## src/rtl/spectrum_bar_smoother_pkg.sv

```systemverilog
// Shared types and constants for the spectrum bar smoother.
package visualizer_pkg;

    localparam int BIN_W       = 10;
    localparam int NUM_BINS    = 16;
    localparam int DECAY_SHIFT = 3;
    localparam int HOLD_FRAMES = 30;
    localparam int PEAK_FALL   = 2;
    localparam int HOLD_W      = $clog2(HOLD_FRAMES + 1);

    typedef logic [BIN_W-1:0] bin_t;
    typedef bin_t [NUM_BINS-1:0] bin_arr_t;

    typedef enum logic [1:0] {IDLE, LOAD, PROC, DONE} smoother_state_e;

endpackage

```

## src/rtl/spectrum_bar_smoother_if.sv

```systemverilog
// Bin input, frame tick, status and random-access read port of the bar smoother.
interface spectrum_bar_smoother_if;

    logic                   new_t;
    visualizer_pkg::bin_arr_t t;
    logic                   frame_tick;
    logic [3:0]             rd_idx;
    visualizer_pkg::bin_t   rd_bar;
    visualizer_pkg::bin_t   rd_peak;
    logic                   busy;
    logic                   upd_done;
    logic                   ovf;

    modport master (
        output new_t, t, frame_tick, rd_idx,
        input  rd_bar, rd_peak, busy, upd_done, ovf
    );

    modport slave (
        input  new_t, t, frame_tick, rd_idx,
        output rd_bar, rd_peak, busy, upd_done, ovf
    );

endinterface

```

## src/rtl/spectrum_bar_smoother_bar_step.sv

```systemverilog
// Single-bin attack/decay: instant rise to the sample, proportional fall (minimum 1).
module bar_step
    import visualizer_pkg::*;
(
    input  bin_t s,
    input  bin_t b,
    output bin_t b_next
);

    bin_t diff;
    bin_t step;

    always_comb begin
        diff = b - s;
        step = diff >> DECAY_SHIFT;
        if (step == '0) step = bin_t'(1);
        b_next = (s >= b) ? s : (b - step);
    end

endmodule

```

## src/rtl/spectrum_bar_smoother.sv

```systemverilog
// Per-bar display smoothing with a shared single-bin sequencer.
// Build option: define PEAK_HOLD_EN to add peak-hold markers driven by frame_tick.
//
// state | meaning
// IDLE  | waiting; frame ticks applied here; starts on request or pending request
// LOAD  | snapshot t0..t15 into samples, idx <- 0
// PROC  | update bar idx through bar_step, idx++ until 15
// DONE  | upd_done pulse, back to IDLE
module spectrum_bar_smoother
    import visualizer_pkg::*;
(
    input  logic clk,
    input  logic reset,
    spectrum_bar_smoother_if.slave bus
);

    smoother_state_e state;
    logic [2:0]      sync;
    logic            upd_req;
    logic            pend;
    logic [3:0]      idx;
    bin_arr_t        samples;
    bin_arr_t        bars;
    bin_t            step_b;
    logic            busy;
    logic            upd_done;
    logic            ovf;

    bar_step u_bar_step (
        .s      (samples[idx]),
        .b      (bars[idx]),
        .b_next (step_b)
    );

    // new_t is a level from another domain: two sync flops plus one for the edge
    always_ff @(posedge clk) begin
        if (reset) begin
            sync    <= '0;
            upd_req <= 1'b0;
        end else begin
            sync    <= {sync[1:0], bus.new_t};
            upd_req <= sync[1] & ~sync[2];
        end
    end

    always_ff @(posedge clk) begin
        if (reset) begin
            state    <= IDLE;
            pend     <= 1'b0;
            idx      <= '0;
            samples  <= '0;
            bars     <= '0;
            busy     <= 1'b0;
            upd_done <= 1'b0;
            ovf      <= 1'b0;
        end else begin
            upd_done <= 1'b0;
            ovf      <= 1'b0;
            case (state)
                IDLE: begin
                    if (upd_req || pend) begin
                        state <= LOAD;
                        busy  <= 1'b1;
                        pend  <= 1'b0;
                        if (upd_req && pend) ovf <= 1'b1;
                    end
                end
                LOAD: begin
                    samples <= bus.t;
                    idx     <= '0;
                    state   <= PROC;
                end
                PROC: begin
                    bars[idx] <= step_b;
                    idx       <= idx + 4'd1;
                    if (idx == 4'd15) begin
                        state    <= DONE;
                        upd_done <= 1'b1;
                    end
                end
                DONE: begin
                    state <= IDLE;
                    busy  <= 1'b0;
                end
                default: state <= IDLE;
            endcase
            // one-deep request queue; extra requests are coalesced and flagged
            if (state != IDLE && upd_req) begin
                if (pend) ovf  <= 1'b1;
                else      pend <= 1'b1;
            end
        end
    end

    assign bus.rd_bar   = bars[bus.rd_idx];
    assign bus.busy     = busy;
    assign bus.upd_done = upd_done;
    assign bus.ovf      = ovf;

`ifdef PEAK_HOLD_EN
    bin_arr_t          peaks;
    logic [HOLD_W-1:0] holds [NUM_BINS];
    logic              tick_pend;
    logic              tick_apply;

    // ticks are deferred while the sequencer owns the bars so they never race an update
    assign tick_apply = (state == IDLE) && (bus.frame_tick || tick_pend);

    always_ff @(posedge clk) begin
        if (reset) begin
            peaks     <= '0;
            tick_pend <= 1'b0;
            for (int i = 0; i < NUM_BINS; i++) holds[i] <= '0;
        end else begin
            if (state == IDLE)       tick_pend <= 1'b0;
            else if (bus.frame_tick) tick_pend <= 1'b1;
            for (int i = 0; i < NUM_BINS; i++) begin
                if (state == PROC && idx == 4'(i)) begin
                    if (step_b >= peaks[i]) begin
                        peaks[i] <= step_b;
                        holds[i] <= HOLD_W'(HOLD_FRAMES);
                    end
                end else if (tick_apply) begin
                    if (holds[i] != '0)
                        holds[i] <= holds[i] - HOLD_W'(1);
                    else if ({1'b0, peaks[i]} > ({1'b0, bars[i]} + (BIN_W+1)'(PEAK_FALL)))
                        peaks[i] <= peaks[i] - BIN_W'(PEAK_FALL);
                    else
                        peaks[i] <= bars[i];
                end
            end
        end
    end

    assign bus.rd_peak = peaks[bus.rd_idx];
`else
    logic unused_tick;
    assign unused_tick = bus.frame_tick;
    assign bus.rd_peak = bus.rd_bar;
`endif

endmodule

```

## src/flat_wrapper.sv

```systemverilog
// flat-port wrapper written by rule: the top's interface ports become plain ports
module spectrum_bar_smoother_flat import visualizer_pkg::*;
  (clk, reset, bus_new_t, bus_t, bus_frame_tick, bus_rd_idx, bus_rd_bar, bus_rd_peak, bus_busy, bus_upd_done, bus_ovf);
  spectrum_bar_smoother_if bus_i ();
  input  logic clk;
  input  logic reset;
  input wire logic [$bits(bus_i.new_t)-1:0] bus_new_t;
  input wire logic [$bits(bus_i.t)-1:0] bus_t;
  input wire logic [$bits(bus_i.frame_tick)-1:0] bus_frame_tick;
  input wire logic [$bits(bus_i.rd_idx)-1:0] bus_rd_idx;
  output wire logic [$bits(bus_i.rd_bar)-1:0] bus_rd_bar;
  output wire logic [$bits(bus_i.rd_peak)-1:0] bus_rd_peak;
  output wire logic [$bits(bus_i.busy)-1:0] bus_busy;
  output wire logic [$bits(bus_i.upd_done)-1:0] bus_upd_done;
  output wire logic [$bits(bus_i.ovf)-1:0] bus_ovf;
  assign bus_i.new_t = bus_new_t;
  assign bus_i.t = bus_t;
  assign bus_i.frame_tick = bus_frame_tick;
  assign bus_i.rd_idx = bus_rd_idx;
  assign bus_rd_bar = bus_i.rd_bar;
  assign bus_rd_peak = bus_i.rd_peak;
  assign bus_busy = bus_i.busy;
  assign bus_upd_done = bus_i.upd_done;
  assign bus_ovf = bus_i.ovf;
  spectrum_bar_smoother u_core (.clk(clk), .reset(reset), .bus(bus_i));
endmodule
```

## config.mk

```make
export PLATFORM = sky130hd
export DESIGN_NAME = spectrum_bar_smoother_flat
export DESIGN_NICKNAME = d
export VERILOG_FILES = /design/src/rtl/spectrum_bar_smoother_pkg.sv /design/src/rtl/spectrum_bar_smoother_if.sv /design/src/rtl/spectrum_bar_smoother_bar_step.sv /design/src/rtl/spectrum_bar_smoother.sv /design/src/flat_wrapper.sv
export SDC_FILE = /design/constraint.sdc
export NUM_CORES = 1
export LEC_CHECK = 0
export ABC_AREA = 1
export CAP_MARGIN = 20
export CORE_AREA = 2 2 173 175
export DETAILED_ROUTE_END_ITERATION = 16
export DIE_AREA = 0 0 175 177
export PLACE_DENSITY = 0.83
export SLEW_MARGIN = 15
export SYNTH_ARGS = -nofsm -noshare
export SYNTH_HDL_FRONTEND = slang
export SYNTH_SLANG_ARGS = --single-unit
```

## constraint.sdc

```tcl
create_clock -name clk -period 9.6 [get_ports clk]
set_input_delay 2.88 -clock clk [delete_from_list [all_inputs] [get_ports clk]]
set_output_delay 2.88 -clock clk [all_outputs]
set_load 0.01 [all_outputs]
```

Word-level counts from Yosys, hierarchy flattened
Index checks and enable logic that the tools add are counted.
{ "word_totals": {"input_bits": 168, "romBits": 0, "latch_bits": 0, "output_inout_bits": 23, "memories": 0, "ram_bits": 0, "reg_bits": 334} }
{ "classes": {"multipliers": 0, "div_mod_pow": 0, "n_reduce_logical": 12, "n_bitwise": 3, "shift": 0, "n_eq_ne": 6, "muxes": 27, "order_cmp": 4, "n_addsub": 3} }
{ "ops": {"columns": ["op", "n"], "rows": [
  ["$bwmux W160", 1],
  ["$bmux W10 S4", 3],
  ["$mux W10", 5],
  ["$demux W10 S4", 1],
  ["$mux W1", 11],
  ["$ge A10 B10 Y1", 1],
  ["$logic_not A10 Y1", 1],
  ["$lt A4 B5 Y1 const B", 2],
  ["$sub A10 B10 Y10", 1],
  ["$sub A10 B7 Y10", 1],
  ["$pmux W2 S4", 1],
  ["$pmux W4 S2", 1],
  ["$mux W7", 1],
  ["$reduce_bool A2 Y1", 3],
  ["$add A4 B1 Y4 const B", 1],
  ["$eq A2 B2 Y1 const B", 2],
  ["$eq A4 B4 Y1 const B", 1],
  ["$ge A4 B1 Y1 const B", 1],
  ["$mux W2", 2],
  ["$ne A2 B1 Y1 const B", 2],
  ["$reduce_and A2 Y1", 2],
  ["$logic_and A1 B1 Y1", 3],
  ["$eq A2 B1 Y1 const B", 1],
  ["$logic_not A2 Y1", 1],
  ["other kinds (5)", 6]
]} }

Logic depth before layout (Yosys ltp)
Gate-level depths: netlist of run 1.
{ "depth": {"ltp_word": 8, "depth_mapped": 38} }

Cells and area by module
From an unflattened synthesis of run 1, not the netlist that was laid out.
{ "unflattened": {"hier_cells": 2856, "area_unflattened_um2": 17946.0} }
{ "modules_own_cells": {"columns": ["module", "seq_area_each_um2", "n_inst", "area_each_um2", "cells_per_inst"], "rows": [
  ["spectrum_bar_smoother", 6686.4, 1, 16821.1, 2650],
  ["bar_step", 0.0, 1, 1124.8, 206]
]} }

Worst setup path after synthesis of run 1
No wires, ideal clock.
{ "synth_path": {"kind": "input to output", "from": "in bus_rd_idx[0]", "to": "out bus_rd_peak[3]", "arrival_ns": 4.427, "n_path_buf": 4, "required_ns": 6.720, "stages": 8, "path_slack_ns": 2.293, "cell_sequence": "clkbuf_1 > clkbuf_1 > clkbuf_1 > o21ai_0 > a21oi_1 > o22ai_1 > o21ai_0 > buf_4"} }
{ "synth_via": {"elab_chain_cells": 2} }
{ "synth_lines": {"columns": ["item", "line", "text"], "rows": [
  ["from (decl)", "flat_wrapper.sv:10", "input wire logic [$bits(bus_i.rd_idx)-1:0] bus_rd_idx;"],
  ["$bmux W10 S4", "spectrum_bar_smoother.sv:95", "assign bus.rd_bar = bars[bus.rd_idx];"],
  ["$mux W10 (not written as such)", "spectrum_bar_smoother.sv:95", null],
  ["to (decl)", "flat_wrapper.sv:12", "output wire logic [$bits(bus_i.rd_peak)-1:0] bus_rd_peak;"]
]} }
Every way passes these cells. The select of a mux whose other input is x is not followed.

Final worst setup path of run 1
{ "layout_path": {"from": "in bus_rd_idx[1]", "to": "out bus_rd_peak[7]"} }
The elaborated chain is that of the path after synthesis.

==> results of run 1 <==
==> area by class of cell <==
class	count	area [sq um]	area share, %
multi-input combinational	1796	8670	43.4
tap	390	488	2.44
antenna	1	2.50	0.0125
timing repair buffer	223	2150	10.8
inverter	220	833	4.17
clock buffer	52	1050	5.26
clock inverter	7	75.1	0.376
sequential	334	6690	33.5
==> kinds of logic after synthesis <==
family	count (synthesis)
AO/OA/AOI/OAI	880
AND/OR/NAND/NOR	869
buffers and inverters	422
flip-flops	334
adder cells (fa/ha/maj)	26
XOR/XNOR	11
multiplexers	10
==> worst reg2reg max path, cell delays in order, from the launching register on <==
cell and delay, ns:
dfxtp_2 0.31, buf_4 0.28, inv_2 0.51, buf_4 0.50
a21oi_1 0.09, o21ai_1 0.09, a21oi_1 0.12, or4_1 0.65
ha_1 0.41, nand2_1 0.11, nor2_1 0.14, nand2_1 0.07
nand3_1 0.13, nand3_1 0.08, nand2_1 0.10, xor2_1 0.21
nor2_1 0.07, nand3_1 0.07, nand2_1 0.07, ha_1 0.20
fa_1 0.42, inv_1 0.10, a31oi_1 0.10, xnor2_1 0.16
o21ai_2 0.63, a21oi_1 0.16
==> metal layers <==
| metal | track usage (%) | routed length (microns) | vias up |
|---|---|---|---|
| li1 | - | - | 8534 |
| met1 | 43.3 | 21100 | 8361 |
| met2 | 53.7 | 24100 | 973 |
| met3 | 5.39 | 5380 | 135 |
| met4 | 13.5 | 1930 | 0 |
| met5 | 0 | 0 | - |
==> power by group <==
part | switching (mW) | leakage [nW] | internal (mW)
sequential | 0.119 | 2.71 | 1.61
combinational | 3.06 | 5.27 | 1.20
clock | 0.558 | 0.558 | 0.784
total | 3.74 | 8.54 | 3.59
==> sequential cells by signal (all words and copies together), names as in the netlist <==
name / count
u_core.bus.upd_done: 1
u_core.pend: 1
u_core.bus.ovf: 1
u_core.idx: 4
u_core.samples: 160
u_core.state: 2
u_core.upd_req: 1
u_core.sync: 3
u_core.bus.busy: 1
u_core.bars: 160
==> path summary, 6_finish.rpt <==
path         slack [ns]         endpoint
min reg2reg        0.39   u_core.upd_req
min                0.39   u_core.upd_req
max                1.35   bus_rd_peak[7]
max reg2reg        3.64  u_core.bars[24]
==> Yosys cell counts, types with 2 or more instances <==
| master | instances | area [sq um] |
|---|---|---|
| o21ai_2 | 4 | 35.0 |
| nor3_1 | 4 | 20.0 |
| o221ai_1 | 12 | 105 |
| ha_1 | 25 | 313 |
| xnor2_1 | 7 | 61.3 |
| buf_4 | 26 | 195 |
| nand3_1 | 92 | 460 |
| nand4_1 | 10 | 62.6 |
| buf_2 | 34 | 170 |
| o21ai_1 | 30 | 150 |
| a21oi_1 | 266 | 1330 |
| clkinv_1 | 2 | 7.51 |
| clkbuf_1 | 113 | 424 |
| o211ai_1 | 10 | 75.1 |
| nand2_2 | 9 | 56.3 |
| a21oi_2 | 15 | 131 |
| inv_2 | 3 | 11.3 |
| nand2_1 | 271 | 1020 |
| o21ai_0 | 486 | 2430 |
| a21o_1 | 2 | 15.0 |
| buf_1 | 7 | 26.3 |
| o21bai_1 | 2 | 15.0 |
| nor2_2 | 2 | 12.5 |
| buf_6 | 21 | 236 |
| inv_1 | 215 | 807 |
| dfxtp_1 | 334 | 6690 |
| o21ai_4 | 3 | 48.8 |
| nor2_1 | 475 | 1780 |
| o22ai_1 | 43 | 269 |
| xor2_1 | 4 | 35.0 |
| mux2i_1 | 10 | 100 |
==> stage by stage <==
stage,setup WS (ns),power (mW)
floorplan,2.29,5.19
global placement,1.50,5.79
detailed placement,1.46,5.89
CTS,1.47,7.26
global route,1.29,7.83
finish,1.35,7.33
==> results.md, run 1 <==
- Outcome: complete, no violations
- Synth Area in Simple Gates: 20.1%
- Clk pin slew, worst setup/hold paths: ~0.060 ns
- Fin area: between 0.015 and 0.02 sq mm
- Io pins: 191
- Most common cell after layout, fill and taps aside: o21ai_0
- Max_cap viols: 0
- Synth Area in XOR/XNOR: 0.559%
- Pre-antenna DRT Iters: 6
- Total number of vias: 18.0k
- Adder-cell share of the synthesized area: 1.93%
- Seq/Total Area, Yosys: 38.8%
- Final Hold Vio Count: 0
- DR vias/cell: slightly below 6
- Largest family of logic cells by synthesized area: compound AO/OA/AOI/OAI gates
- Rel. slew slack: a little under a third
- Hold_ws: between 0.3 and 0.4 ns
- RePlAce Congestion: 0.909
- DRC: 0
- Crit path cell chain: buf_2 > inv_1 > o21ai_0 > o221ai_1 > nand2_1 > clkdlybuf4s50_1
- Most frequent cells in the layout: 486 x o21ai_0, 475 x nor2_1, 332 x dfxtp_1
- Die Y-Extent: 177 microns
- Final HPWL DP: about 34000 microns
- WS Path Type: primary input to primary output
- Max Slew Vio Count: 0
- RSZ-0062 raised after global routing: no
- Fin Setup TNS: 0 ns
- CTS max path bufs: 3
- Achievable Freq: roughly 120 MHz
- Crit. End Element: primary output
- CP max-delay cell: buf_2
- Antenna Violating Nets Remaining: 0
- Multiplexer area fraction after synthesis: 0.581%
- RR Startpoint: u_core.idx[1]
- Final Util: 68.3%
- IO Port Bufs: 189
- CTS buffer count: 35
- Detail-routed net length per standard cell: 17.4 microns
- # Post-CTS Setup Buffers: 0
- Number of enable flip-flop cells after synthesis: 0
- Complex-gate fraction of the synthesized area: 27.1%
- Placed cells: 2962
- Clock Latency Late Sink: 0.53 ns
- Hold Crit Depth: 1
- Slew @ Worst Pin: 1.05 ns
- Hold path startpoint: u_core.sync[2]
- CP peak stage delay: ~0.61 ns
- Post-Synthesis Cells: around 2.6k
- Post-route minimum period: just over 8 ns
- Routed WL: roughly 53000 microns
- Final setup vio count: 0
- FP Rows: 63
- Syn nets: 2746
- Power density cells: 367 mW/mm^2
- Period Utilization, post-route: 85.9%
- Die Wd: between 150 and 200 microns
- First-pass GRT wire length: 83000 microns
- HP Class: flop to flop
- Setup crit start: bus_rd_idx[1]
- Overall routing resource usage: around a third
- Count of different cell masters after synthesis: 46
- Initial antenna violation count: 1
- Most frequently used flop master after synthesis: dfxtp_1
- Worst Path Required: 6.72 ns
- Share of cells above drive strength 1: 4.98%
- CTS resizes: 0
- Clk sinks: ~330
- Nets: 2804
- Crit path DAT: approximately 5.4 ns
- Largest net degree at the start of global routing: 143
- Post-CTS Hold Buffers: 0
- Family with the most delay on the worst path: buffers and inverters
- Leak: 8.54 nW
- Worst reg2reg path depth: 25
- WP depth: 6
- Grt total ovfl: 0
- Initial DRC Count: 2486
- Synthesized flop and latch total: approximately 330
- Async SR Flop Fraction: 0%
- Core box area: 0.0292 sq mm
- Placed Area: ~0.019 sq mm
- H-tree depth: 2
- Area Growth Syn to Fin: 15.9%
- Clock skew: 0.0246 ns
- Vias in the first global route: between 15k and 20k
- Non-filler cells, final: 3023
- Synthesized area: around 0.017 sq mm
- Crit-path max FO: 43
- CP bufs+invs: 3
- Root Driver: clkbuf_16
- Initial Util: around 59%
- Worst VDD drop: 548 uV
- Fillcell total: 2434
- CTS tree: yes
- Die ar.: 0.0310 sq mm
- Setup crit start kind: primary input
- Syn avg cell area: 6.75 sq um
- Yosys warnings: 0
No activity file was read; power rests on OpenSTA's default activity.
==> inputs of run 2 (changes only) <==
- TNS_END_PERCENT: unset -> 10
==> results of run 2 <==
Same layout as run 1: the final DEF is identical, and so are final timing and power.
